<file path="config.mk">
export PLATFORM = sky130hd
export DESIGN_NAME = alu_arbiter_flat
export DESIGN_NICKNAME = d
export VERILOG_FILES = /design/src/rtl/alu_arbiter_pkg.sv /design/src/rtl/alu_arbiter_if.sv /design/src/rtl/alu_arbiter_rr.sv /design/src/rtl/alu_arbiter.sv /design/src/flat_wrapper.sv
export SDC_FILE = /design/constraint.sdc
export NUM_CORES = 1
export LEC_CHECK = 0
export ABC_AREA = 1
export CAP_MARGIN = 20
export CORE_MARGIN = 2
export CORE_UTILIZATION = 29
export DETAILED_ROUTE_END_ITERATION = 6
export DONT_BUFFER_PORTS = 1
export PLACE_DENSITY = 0.54
export SLEW_MARGIN = 30
export SYNTH_ARGS = -nofsm -noshare
export SYNTH_HDL_FRONTEND = slang
export SYNTH_SLANG_ARGS = --single-unit
</file>
<file path="constraint.sdc">
create_clock -name clk -period 1.85 [get_ports clk]
set_input_delay 0.2775 -clock clk [delete_from_list [all_inputs] [get_ports clk]]
set_output_delay 0.2775 -clock clk [all_outputs]
set_load 0.01 [all_outputs]
</file>
<file path="src/rtl/alu_arbiter_pkg.sv">
// Shared constants, opcode values and arbiter state type for the ALU arbiter slice.
package alu_arbiter_pkg;

  localparam int unsigned WORD_SIZE       = 19;
  localparam int unsigned OPCODE_SIZE     = 4;
  localparam int unsigned ALU_ARB_NUM_REQ = 2;

  typedef logic [OPCODE_SIZE-1:0] opcode_t;
  typedef logic [WORD_SIZE-1:0]   word_t;

  localparam opcode_t OP_ADD = 4'd0;
  localparam opcode_t OP_SUB = 4'd1;
  localparam opcode_t OP_MUL = 4'd2;
  localparam opcode_t OP_DIV = 4'd3;
  localparam opcode_t OP_INC = 4'd4;
  localparam opcode_t OP_DEC = 4'd5;
  localparam opcode_t OP_AND = 4'd6;
  localparam opcode_t OP_OR  = 4'd7;
  localparam opcode_t OP_XOR = 4'd8;
  localparam opcode_t OP_NOT = 4'd9;

  typedef enum logic [1:0] {
    IDLE = 2'd0,
    BUSY = 2'd1,
    DONE = 2'd2
  } arb_state_t;

  function automatic logic is_muldiv(opcode_t op);
    return (op == OP_MUL) || (op == OP_DIV);
  endfunction

endpackage

</file>
<file path="src/rtl/alu_arbiter_if.sv">
// Requester/ALU bus of the ALU arbiter; resp_err exists only with ALU_ARB_DIVZERO_CHECK_EN.
interface alu_arbiter_if;
  import alu_arbiter_pkg::*;

  logic [ALU_ARB_NUM_REQ-1:0] req_valid;
  logic [ALU_ARB_NUM_REQ-1:0] req_ready;
  opcode_t                    req_op_0;
  opcode_t                    req_op_1;
  word_t                      req_a_0;
  word_t                      req_a_1;
  word_t                      req_b_0;
  word_t                      req_b_1;
  logic [ALU_ARB_NUM_REQ-1:0] resp_valid;
  word_t                      resp_data;
`ifdef ALU_ARB_DIVZERO_CHECK_EN
  logic                       resp_err;
`endif
  opcode_t                    alu_op;
  word_t                      alu_a;
  word_t                      alu_b;
  word_t                      alu_result;

  modport slave (
    input  req_valid, req_op_0, req_op_1, req_a_0, req_a_1, req_b_0, req_b_1,
    input  alu_result,
`ifdef ALU_ARB_DIVZERO_CHECK_EN
    output resp_err,
`endif
    output req_ready, resp_valid, resp_data, alu_op, alu_a, alu_b
  );

  modport master (
    output req_valid, req_op_0, req_op_1, req_a_0, req_a_1, req_b_0, req_b_1,
    output alu_result,
`ifdef ALU_ARB_DIVZERO_CHECK_EN
    input  resp_err,
`endif
    input  req_ready, resp_valid, resp_data, alu_op, alu_a, alu_b
  );

endinterface

</file>
<file path="src/rtl/alu_arbiter_rr.sv">
// Two-way round-robin grant: a lone requester wins, on contention the one not granted last wins.
module alu_rr_arbiter
  import alu_arbiter_pkg::*;
(
  input  logic [ALU_ARB_NUM_REQ-1:0] req_valid_i,
  input  logic                       last_grant_i,
  output logic [ALU_ARB_NUM_REQ-1:0] grant_o,
  output logic                       grant_idx_o
);

  always_comb begin
    grant_o     = '0;
    grant_idx_o = 1'b0;
    case (req_valid_i)
      2'b01: begin
        grant_o     = 2'b01;
        grant_idx_o = 1'b0;
      end
      2'b10: begin
        grant_o     = 2'b10;
        grant_idx_o = 1'b1;
      end
      2'b11: begin
        grant_idx_o = ~last_grant_i;
        grant_o     = last_grant_i ? 2'b01 : 2'b10;
      end
      default: ;
    endcase
  end

endmodule

</file>
<file path="src/rtl/alu_arbiter.sv">
// Shares one ALU between two requesters; IDLE -> BUSY -> DONE sequencing with opcode-dependent latency.
// Optional ALU_ARB_DIVZERO_CHECK_EN short-circuits DIV by zero to an all-ones error response.
module alu_arbiter
  import alu_arbiter_pkg::*;
#(
  parameter int unsigned ALU_LATENCY    = 1,
  parameter int unsigned MULDIV_LATENCY = 4
) (
  input logic           clk,
  input logic           rst,
  alu_arbiter_if.slave  bus
);

  localparam int unsigned CNT_W = $clog2(MULDIV_LATENCY + 1);

  arb_state_t       state_q, state_d;
  logic             last_grant_q, last_grant_d;
  logic             owner_q, owner_d;
  logic [CNT_W-1:0] count_q, count_d;
  opcode_t          alu_op_q, alu_op_d;
  word_t            alu_a_q, alu_a_d;
  word_t            alu_b_q, alu_b_d;
  word_t            resp_data_q, resp_data_d;
`ifdef ALU_ARB_DIVZERO_CHECK_EN
  logic             err_q, err_d;
`endif

  logic [ALU_ARB_NUM_REQ-1:0] grant;
  logic                       grant_idx;
  opcode_t                    sel_op;
  word_t                      sel_a;
  word_t                      sel_b;
  logic [CNT_W-1:0]           sel_lat;

  alu_rr_arbiter u_rr (
    .req_valid_i  (bus.req_valid),
    .last_grant_i (last_grant_q),
    .grant_o      (grant),
    .grant_idx_o  (grant_idx)
  );

  assign sel_op  = grant_idx ? bus.req_op_1 : bus.req_op_0;
  assign sel_a   = grant_idx ? bus.req_a_1  : bus.req_a_0;
  assign sel_b   = grant_idx ? bus.req_b_1  : bus.req_b_0;
  assign sel_lat = is_muldiv(sel_op) ? CNT_W'(MULDIV_LATENCY) : CNT_W'(ALU_LATENCY);

  always_comb begin
    state_d      = state_q;
    last_grant_d = last_grant_q;
    owner_d      = owner_q;
    count_d      = count_q;
    alu_op_d     = alu_op_q;
    alu_a_d      = alu_a_q;
    alu_b_d      = alu_b_q;
    resp_data_d  = resp_data_q;
`ifdef ALU_ARB_DIVZERO_CHECK_EN
    err_d        = err_q;
`endif
    case (state_q)
      IDLE: begin
        if (|grant) begin
          owner_d      = grant_idx;
          last_grant_d = grant_idx;
`ifdef ALU_ARB_DIVZERO_CHECK_EN
          // Divide by zero never reaches the ALU; alu_* keep the previous operation.
          if (sel_op == OP_DIV && sel_b == '0) begin
            resp_data_d = '1;
            err_d       = 1'b1;
            state_d     = DONE;
          end else begin
            err_d    = 1'b0;
            alu_op_d = sel_op;
            alu_a_d  = sel_a;
            alu_b_d  = sel_b;
            count_d  = sel_lat;
            state_d  = BUSY;
          end
`else
          alu_op_d = sel_op;
          alu_a_d  = sel_a;
          alu_b_d  = sel_b;
          count_d  = sel_lat;
          state_d  = BUSY;
`endif
        end
      end
      BUSY: begin
        count_d = count_q - CNT_W'(1);
        if (count_q == CNT_W'(1)) begin
          resp_data_d = bus.alu_result;
          state_d     = DONE;
        end
      end
      DONE: state_d = IDLE;
      default: state_d = IDLE;
    endcase
  end

  always_ff @(posedge clk or posedge rst) begin
    if (rst) begin
      state_q      <= IDLE;
      last_grant_q <= 1'b1;
      owner_q      <= 1'b0;
      count_q      <= '0;
      alu_op_q     <= '0;
      alu_a_q      <= '0;
      alu_b_q      <= '0;
      resp_data_q  <= '0;
`ifdef ALU_ARB_DIVZERO_CHECK_EN
      err_q        <= 1'b0;
`endif
    end else begin
      state_q      <= state_d;
      last_grant_q <= last_grant_d;
      owner_q      <= owner_d;
      count_q      <= count_d;
      alu_op_q     <= alu_op_d;
      alu_a_q      <= alu_a_d;
      alu_b_q      <= alu_b_d;
      resp_data_q  <= resp_data_d;
`ifdef ALU_ARB_DIVZERO_CHECK_EN
      err_q        <= err_d;
`endif
    end
  end

  assign bus.req_ready  = (state_q == IDLE) ? grant : '0;
  assign bus.resp_valid = (state_q == DONE) ? (owner_q ? 2'b10 : 2'b01) : '0;
  assign bus.resp_data  = resp_data_q;
  assign bus.alu_op     = alu_op_q;
  assign bus.alu_a      = alu_a_q;
  assign bus.alu_b      = alu_b_q;
`ifdef ALU_ARB_DIVZERO_CHECK_EN
  assign bus.resp_err   = (state_q == DONE) && err_q;
`endif

endmodule

</file>
<file path="src/flat_wrapper.sv">
// flat-port wrapper written by rule: the top's interface ports become plain ports
module alu_arbiter_flat import alu_arbiter_pkg::*;
#(
  parameter int unsigned ALU_LATENCY    = 1,
  parameter int unsigned MULDIV_LATENCY = 4
)
  (clk, rst, bus_req_valid, bus_req_op_0, bus_req_op_1, bus_req_a_0, bus_req_a_1, bus_req_b_0, bus_req_b_1, bus_alu_result, bus_req_ready, bus_resp_valid, bus_resp_data, bus_alu_op, bus_alu_a, bus_alu_b);
  alu_arbiter_if bus_i ();
  input logic clk;
  input logic rst;
  input wire logic [$bits(bus_i.req_valid)-1:0] bus_req_valid;
  input wire logic [$bits(bus_i.req_op_0)-1:0] bus_req_op_0;
  input wire logic [$bits(bus_i.req_op_1)-1:0] bus_req_op_1;
  input wire logic [$bits(bus_i.req_a_0)-1:0] bus_req_a_0;
  input wire logic [$bits(bus_i.req_a_1)-1:0] bus_req_a_1;
  input wire logic [$bits(bus_i.req_b_0)-1:0] bus_req_b_0;
  input wire logic [$bits(bus_i.req_b_1)-1:0] bus_req_b_1;
  input wire logic [$bits(bus_i.alu_result)-1:0] bus_alu_result;
  output wire logic [$bits(bus_i.req_ready)-1:0] bus_req_ready;
  output wire logic [$bits(bus_i.resp_valid)-1:0] bus_resp_valid;
  output wire logic [$bits(bus_i.resp_data)-1:0] bus_resp_data;
  output wire logic [$bits(bus_i.alu_op)-1:0] bus_alu_op;
  output wire logic [$bits(bus_i.alu_a)-1:0] bus_alu_a;
  output wire logic [$bits(bus_i.alu_b)-1:0] bus_alu_b;
  assign bus_i.req_valid = bus_req_valid;
  assign bus_i.req_op_0 = bus_req_op_0;
  assign bus_i.req_op_1 = bus_req_op_1;
  assign bus_i.req_a_0 = bus_req_a_0;
  assign bus_i.req_a_1 = bus_req_a_1;
  assign bus_i.req_b_0 = bus_req_b_0;
  assign bus_i.req_b_1 = bus_req_b_1;
  assign bus_i.alu_result = bus_alu_result;
  assign bus_req_ready = bus_i.req_ready;
  assign bus_resp_valid = bus_i.resp_valid;
  assign bus_resp_data = bus_i.resp_data;
  assign bus_alu_op = bus_i.alu_op;
  assign bus_alu_a = bus_i.alu_a;
  assign bus_alu_b = bus_i.alu_b;
  alu_arbiter #(.ALU_LATENCY(ALU_LATENCY), .MULDIV_LATENCY(MULDIV_LATENCY)) u_core (.clk(clk), .rst(rst), .bus(bus_i));
endmodule
</file>
# --- Yosys cells after proc, flatten, opt, wreduce, memory -nomap -nowiden ---
# Cells that the tools add are included.
totals:
  regBits: 68
  output_inout_bits: 65
  wordCells: 43
classes:
  addsub: 1
  eq_ne: 10
  muxes: 15
  n_bitwise: 1
  reduce_logical: 8
ops:
  columns: ["cell", "count"]
  rows:
  - ["two-way mux 19 bit", 2]
  - ["two-way mux 2 bit", 6]
  - ["== test 4 x 2 -> 1 bit (second input constant)", 2]
  - ["AND reduction 2 bit", 4]
  - ["== test 2 bit (second input constant)", 3]
  - ["two-way mux 3 bit", 2]
  - ["one-hot mux 2 bit (3 select lines)", 1]
  - ["one-hot mux 3 bit (2 select lines)", 1]
  - ["== test 2 x 1 -> 1 bit (second input constant)", 2]
  - ["two-way mux 4 bit", 1]
  - ["inequality test 2 x 1 -> 1 bit (second input constant)", 2]
  - ["one-hot mux 2 bit (2 select lines)", 1]
  - ["== test 3 x 1 -> 1 bit (second input constant)", 1]
  - ["subtractor 3 x 1 -> 3 bit (second input constant)", 1]
  - ["logical NOT 2 bit", 1]
  - ["one-hot mux 1 bit (2 select lines)", 1]
  - ["nonzero test 2 bit", 1]
  - ["OR reduction 2 bit", 1]
  - ["logical OR 1 bit", 1]
  - ["NOT 1 bit", 1]

# --- Longest topological paths before layout ---
logic_depth:
  word_depth: 8
  mapped_depth: 8

# --- Modules after synthesis ---
# Synthesis repeated with hierarchy kept, for this count alone.
hier_totals:
  hier_cells: 373
  hier_area_um2: 3188.1
modules_own_cells:
  columns: ["mod", "instances", "cells_each", "area_each_um2"]
  rows:
  - ["alu_arbiter", 1, 367, 3163.0]
  - ["alu_rr_arbiter", 1, 6, 25.0]

# --- Worst setup path before layout ---
# Ideal clock, no wire load.
synth_timing:
  path_type: "register -> register"
  startpoint: "register u_core.state_q[0]"
  endpoint: "register u_core.alu_a_q[0], in the netlist u_core.bus.alu_a[0]"
  setup_time_ps: 124
  arrival_time_ps: 1132
  t_required_ps: 1726
  slack_ps: 595
  stages_incl_launch_ff: 8
  path_buffers: 1
  path_cell_list: "dfrtp_1 > inv_1 > nand2_1 > nor2_8 > inv_2 > buf_6 > a21oi_1 > a21oi_1"
synth_between:
  elab_chain_len: 2
synth_rtl:
  columns: ["item", "line_no", "text"]
  rows:
  - ["from (decl)", "alu_arbiter.sv:16", "arb_state_t state_q, state_d;"]
  - ["from (signal assigned)", "alu_arbiter.sv:113", "state_q <= state_d;"]
  - ["logical NOT 2 bit", "alu_arbiter.sv:59", "case (state_q)"]
  - ["AND reduction 2 bit (no source line)", null, null]
  - ["to (signal assigned)", "alu_arbiter.sv:118", "alu_a_q <= alu_a_d;"]
  - ["to (decl)", "alu_arbiter.sv:21", "word_t alu_a_q, alu_a_d;"]
# Every way passes these cells.
# A chain may end at the register's enable or synchronous reset.

# --- Worst setup path after layout ---
layout_timing:
  startpoint: "register u_core.last_grant_q"
  endpoint: "output bus_req_ready[0]"
layout_between:
  elab_chain_len: 3
layout_rtl:
  columns: ["item", "line_no", "text"]
  rows:
  - ["from (decl)", "alu_arbiter.sv:17", "logic last_grant_q, last_grant_d;"]
  - ["from (signal assigned)", "alu_arbiter.sv:114", "last_grant_q <= last_grant_d;"]
  - ["two-way mux 2 bit", "alu_arbiter_rr.sv:25", "grant_o = last_grant_i ? 2'b01 : 2'b10;"]
  - ["one-hot mux 2 bit (3 select lines)", "alu_arbiter_rr.sv:14", "case (req_valid_i)"]
  - ["two-way mux 2 bit", "alu_arbiter.sv:127", "assign bus.req_ready = (state_q == IDLE) ? grant : '0;"]
  - ["to (decl)", "flat_wrapper.sv:19", "output wire logic [$bits(bus_i.req_ready)-1:0] bus_req_ready;"]
# Every way passes these cells.

==> flow_metrics.py <==
metrics = {
    "sta": {
        "finClkSkew_ps": 9.39,
        "final-max-slew-violation-count": 0,
        "worst-slew-pin-transition_ps": 637,
        "hold_violations": 0,
        "slew_headroom_pct": 57.2,
        "min_period_over_period_pct": 95.0,
        "fmax_mhz": 569,
        "finalSetupViolations": 0,
        "hold_slack_ps": 50.3,
        "min_period_ps": 1760,
        "finalSetupTns_ps": 0,
        "rsz0062_at_grt": "no",
        "setup_ws_ps": 92.0,
    },
    "placement": {
        "dpl_worst_slack_ps": 392,
        "dp.cells": 492,
        "placed_cell_area_um2": 3200,
        "port_buffers": 0,
        "globalplace.congestion": 0.766,
        "hpwl_um": 5710,
    },
    "routing": {
        "viasPerCell": 4.86,
        "drt-initial-drc-count": 192,
        "drt-pass1-iter-count": 4,
        "drt-wirelength-per-cell_um": 15.3,
        "drc": 0,
        "vias": 2475,
        "wl_um": 7770,
        "ant_nets": 0,
    },
    "synthesis": {
        "synth_nets": 476,
        "synth_cells": 367,
        "ys_types": 21,
        "ys_warn_count": 0,
        "synth_top_cell_by_area": "dfrtp_1",
        "ys_seq_elements": 68,
        "synth.avg_cell_area_um2": 8.34,
        "netlist_area_um2": 3060,
        "synth_area_leaders": "dfrtp_1 (55%), nand2_1 (14%), a21oi_1 (12%)",
        "synth_top_area_share_pct": 54.8,
        "ys_seq_area_share_pct": 55.6,
    },
    "critical_path": {
        "cp-start-kind": "register",
        "max_stage_delay_ps": 560,
        "path_cells": "inv_1 -> nand3_1 -> nand2_1 -> nor2_1",
        "required_ps": 1570,
        "end_kind": "output pin",
        "r2r-end": "u_core.count_q[0]$_DFFE_PP0P_",
        "critPathKind": "register to output pin",
        "rrSetupSlack_ps": 360,
        "slowest_stage": "dfstp_2",
        "rr_worst_depth": 9,
        "critPathMaxFanout": 4,
        "reg2reg_from": "u_core.state_q[0]$_DFFE_PP0P_",
        "cp.arrival_ps": 1480,
    },
    "power": {
        "power_leakage_nw": 1.55,
        "p_total_mw": 6.17,
        "power_density_nw_per_um2": 1830,
        "irDropWorstVdd_uv": 648,
    },
    "hold_path": {
        "min_path_cells": 2,
        "hold_path_end": "u_core.bus.resp_data[2]$_DFFE_PP0P_",
        "holdCritStartpoint": "bus_alu_result[2]",
        "min_path_type": "primary input to register",
    },
    "cts": {
        "post_cts_buffers": 0,
        "numCtsBuffers": 9,
        "cts_buffer_depth": 2,
        "clk_transition_reported_paths_ps": 70,
        "cts_tree": "yes",
        "cts_sinks": 68,
        "clk_latency_ps": 340,
        "cts_max_level": 3,
        "root_buffer": "clkbuf_8",
    },
    "die": {
        "die_w_um": 107,
        "io_pins": 172,
        "initial_core_util_pct": 29.8,
        "die_h_um": 107,
        "rows": 37,
        "dieArea_um2": 11400,
        "core_um2": 10300,
    },
    "run": {
        "drv_cap": 0,
    },
    "layout": {
        "area_growth_pct": 10.4,
        "layout-drive-gt1-share_pct": 8.58,
        "finalInstanceArea_um2": 3380,
        "n_antenna_cell": 0,
        "instances_no_fill": 509,
        "fin_nets": 477,
        "final_util_pct": 32.9,
    },
    "grt": {
        "grtUsageTotal_pct": 14.1,
        "grt_pass1_wl_um": 12500,
        "grt_overflow": 0,
        "grt_max_degree": 35,
        "antenna_found_initial": 0,
        "grt_pass1_vias": 2572,
    },
    "outcome": {
        "status": "finished, final reports clean",
    },
}
layout make-up:
type                            instances  area [um2]
Fill cell                            1083        6900
Sequential cell                        68        1700
Multi-Input combinational cell        261        1160
Tap cell                              136         170
Clock buffer                           14         153
Timing Repair Buffer                    9         108
Inverter                               19        75.1
Clock inverter                          2        10.0
Yosys cell counts:
library cell and number:
nor2_2 2, ha_1 2, a31oi_1 2, nor3_1 2, nor2_1 44, nand3b_1 1
a21oi_4 1, dfrtp_1 67, o211ai_1 1, dfstp_2 1, inv_2 5, o21ai_0 4
nand3_1 6, a21oi_1 76, nor2_8 1, buf_4 1, buf_6 5, nand2_1 115
inv_1 14, buf_2 13, o21ai_1 4
critical path: cells and delay by family (launching register included):
family        cells  cell delay [ps]
flops             1              560
simple gates      3              530
buf+inv           1               50
cell families after synthesis:
logic type,count (synthesis),synth area share (%)
AO/OA/AOI/OAI,88,14.9
AND/OR/NAND/NOR,171,22.1
flip-flops,68,55.6
buffers and inverters,38,6.54
adder cells (fa/ha/maj),2,0.817
power by group:
part | switching, mW | internal [mW] | leakage, nW
Sequential | 0.865 | 2.26 | 0.788
Clock | 0.542 | 0.522 | 0.0844
Combinational | 1.27 | 0.718 | 0.676
how the worst max path moves through the flow:
| stage | startpoint | to |
|---|---|---|
| floorplan | u_core.state_q[0]$_DFFE_PP0P_ | u_core.bus.alu_a[0]$_DFFE_PP0P_ |
| global placement | u_core.state_q[1]$_DFFE_PP0P_ | u_core.count_q[0]$_DFFE_PP0P_ |
| detailed placement | u_core.state_q[0]$_DFFE_PP0P_ | u_core.count_q[0]$_DFFE_PP0P_ |
| CTS | u_core.last_grant_q$_DFFE_PP1P_ | bus_req_ready[1] |
| global route | u_core.last_grant_q$_DFFE_PP1P_ | bus_req_ready[0] |
| finish | u_core.last_grant_q$_DFFE_PP1P_ | bus_req_ready[0] |
registers in the layout, indices dropped and copies added (netlist names):
signal / cells
u_core.bus.alu_a: 19
u_core.bus.alu_b: 19
u_core.owner_q: 1
u_core.state_q: 2
u_core.bus.resp_data: 19
u_core.count_q: 3
u_core.last_grant_q: 1
u_core.bus.alu_op: 4
routing by layer:
layer | up-vias | wire length (um) | GRT usage, % | part of all wire (%)
met5 | - | 0 | 0 | 0
met4 | 0 | 146 | 6.40 | 1.9
met3 | 11 | 1010 | 5.17 | 13
met2 | 133 | 3570 | 23.6 | 46
met1 | 1154 | 3050 | 16.1 | 39
li1 | 1177 | - | - | -
cells in the final DEF (no fill, tap or decap), drive strengths merged:
cell type and instances:
nand2 115, a21oi 77, dfrtp 67, nor2 47
inv 18, clkbuf 14, buf 8, o21ai 8
nand3 6, a31oi 2, nor3 2, ha 2
clkinv 2, nand3b 1, o211ai 1, clkinvlp 1
dlygate4sd3 1, dfstp 1
timing repair:
action	CTS	global route
setup endpoints to repair	0	1
gates resized for setup	0	1
hold buffers	1	0
hold endpoints to repair	21	0
Power figures use the tool's default switching activity.
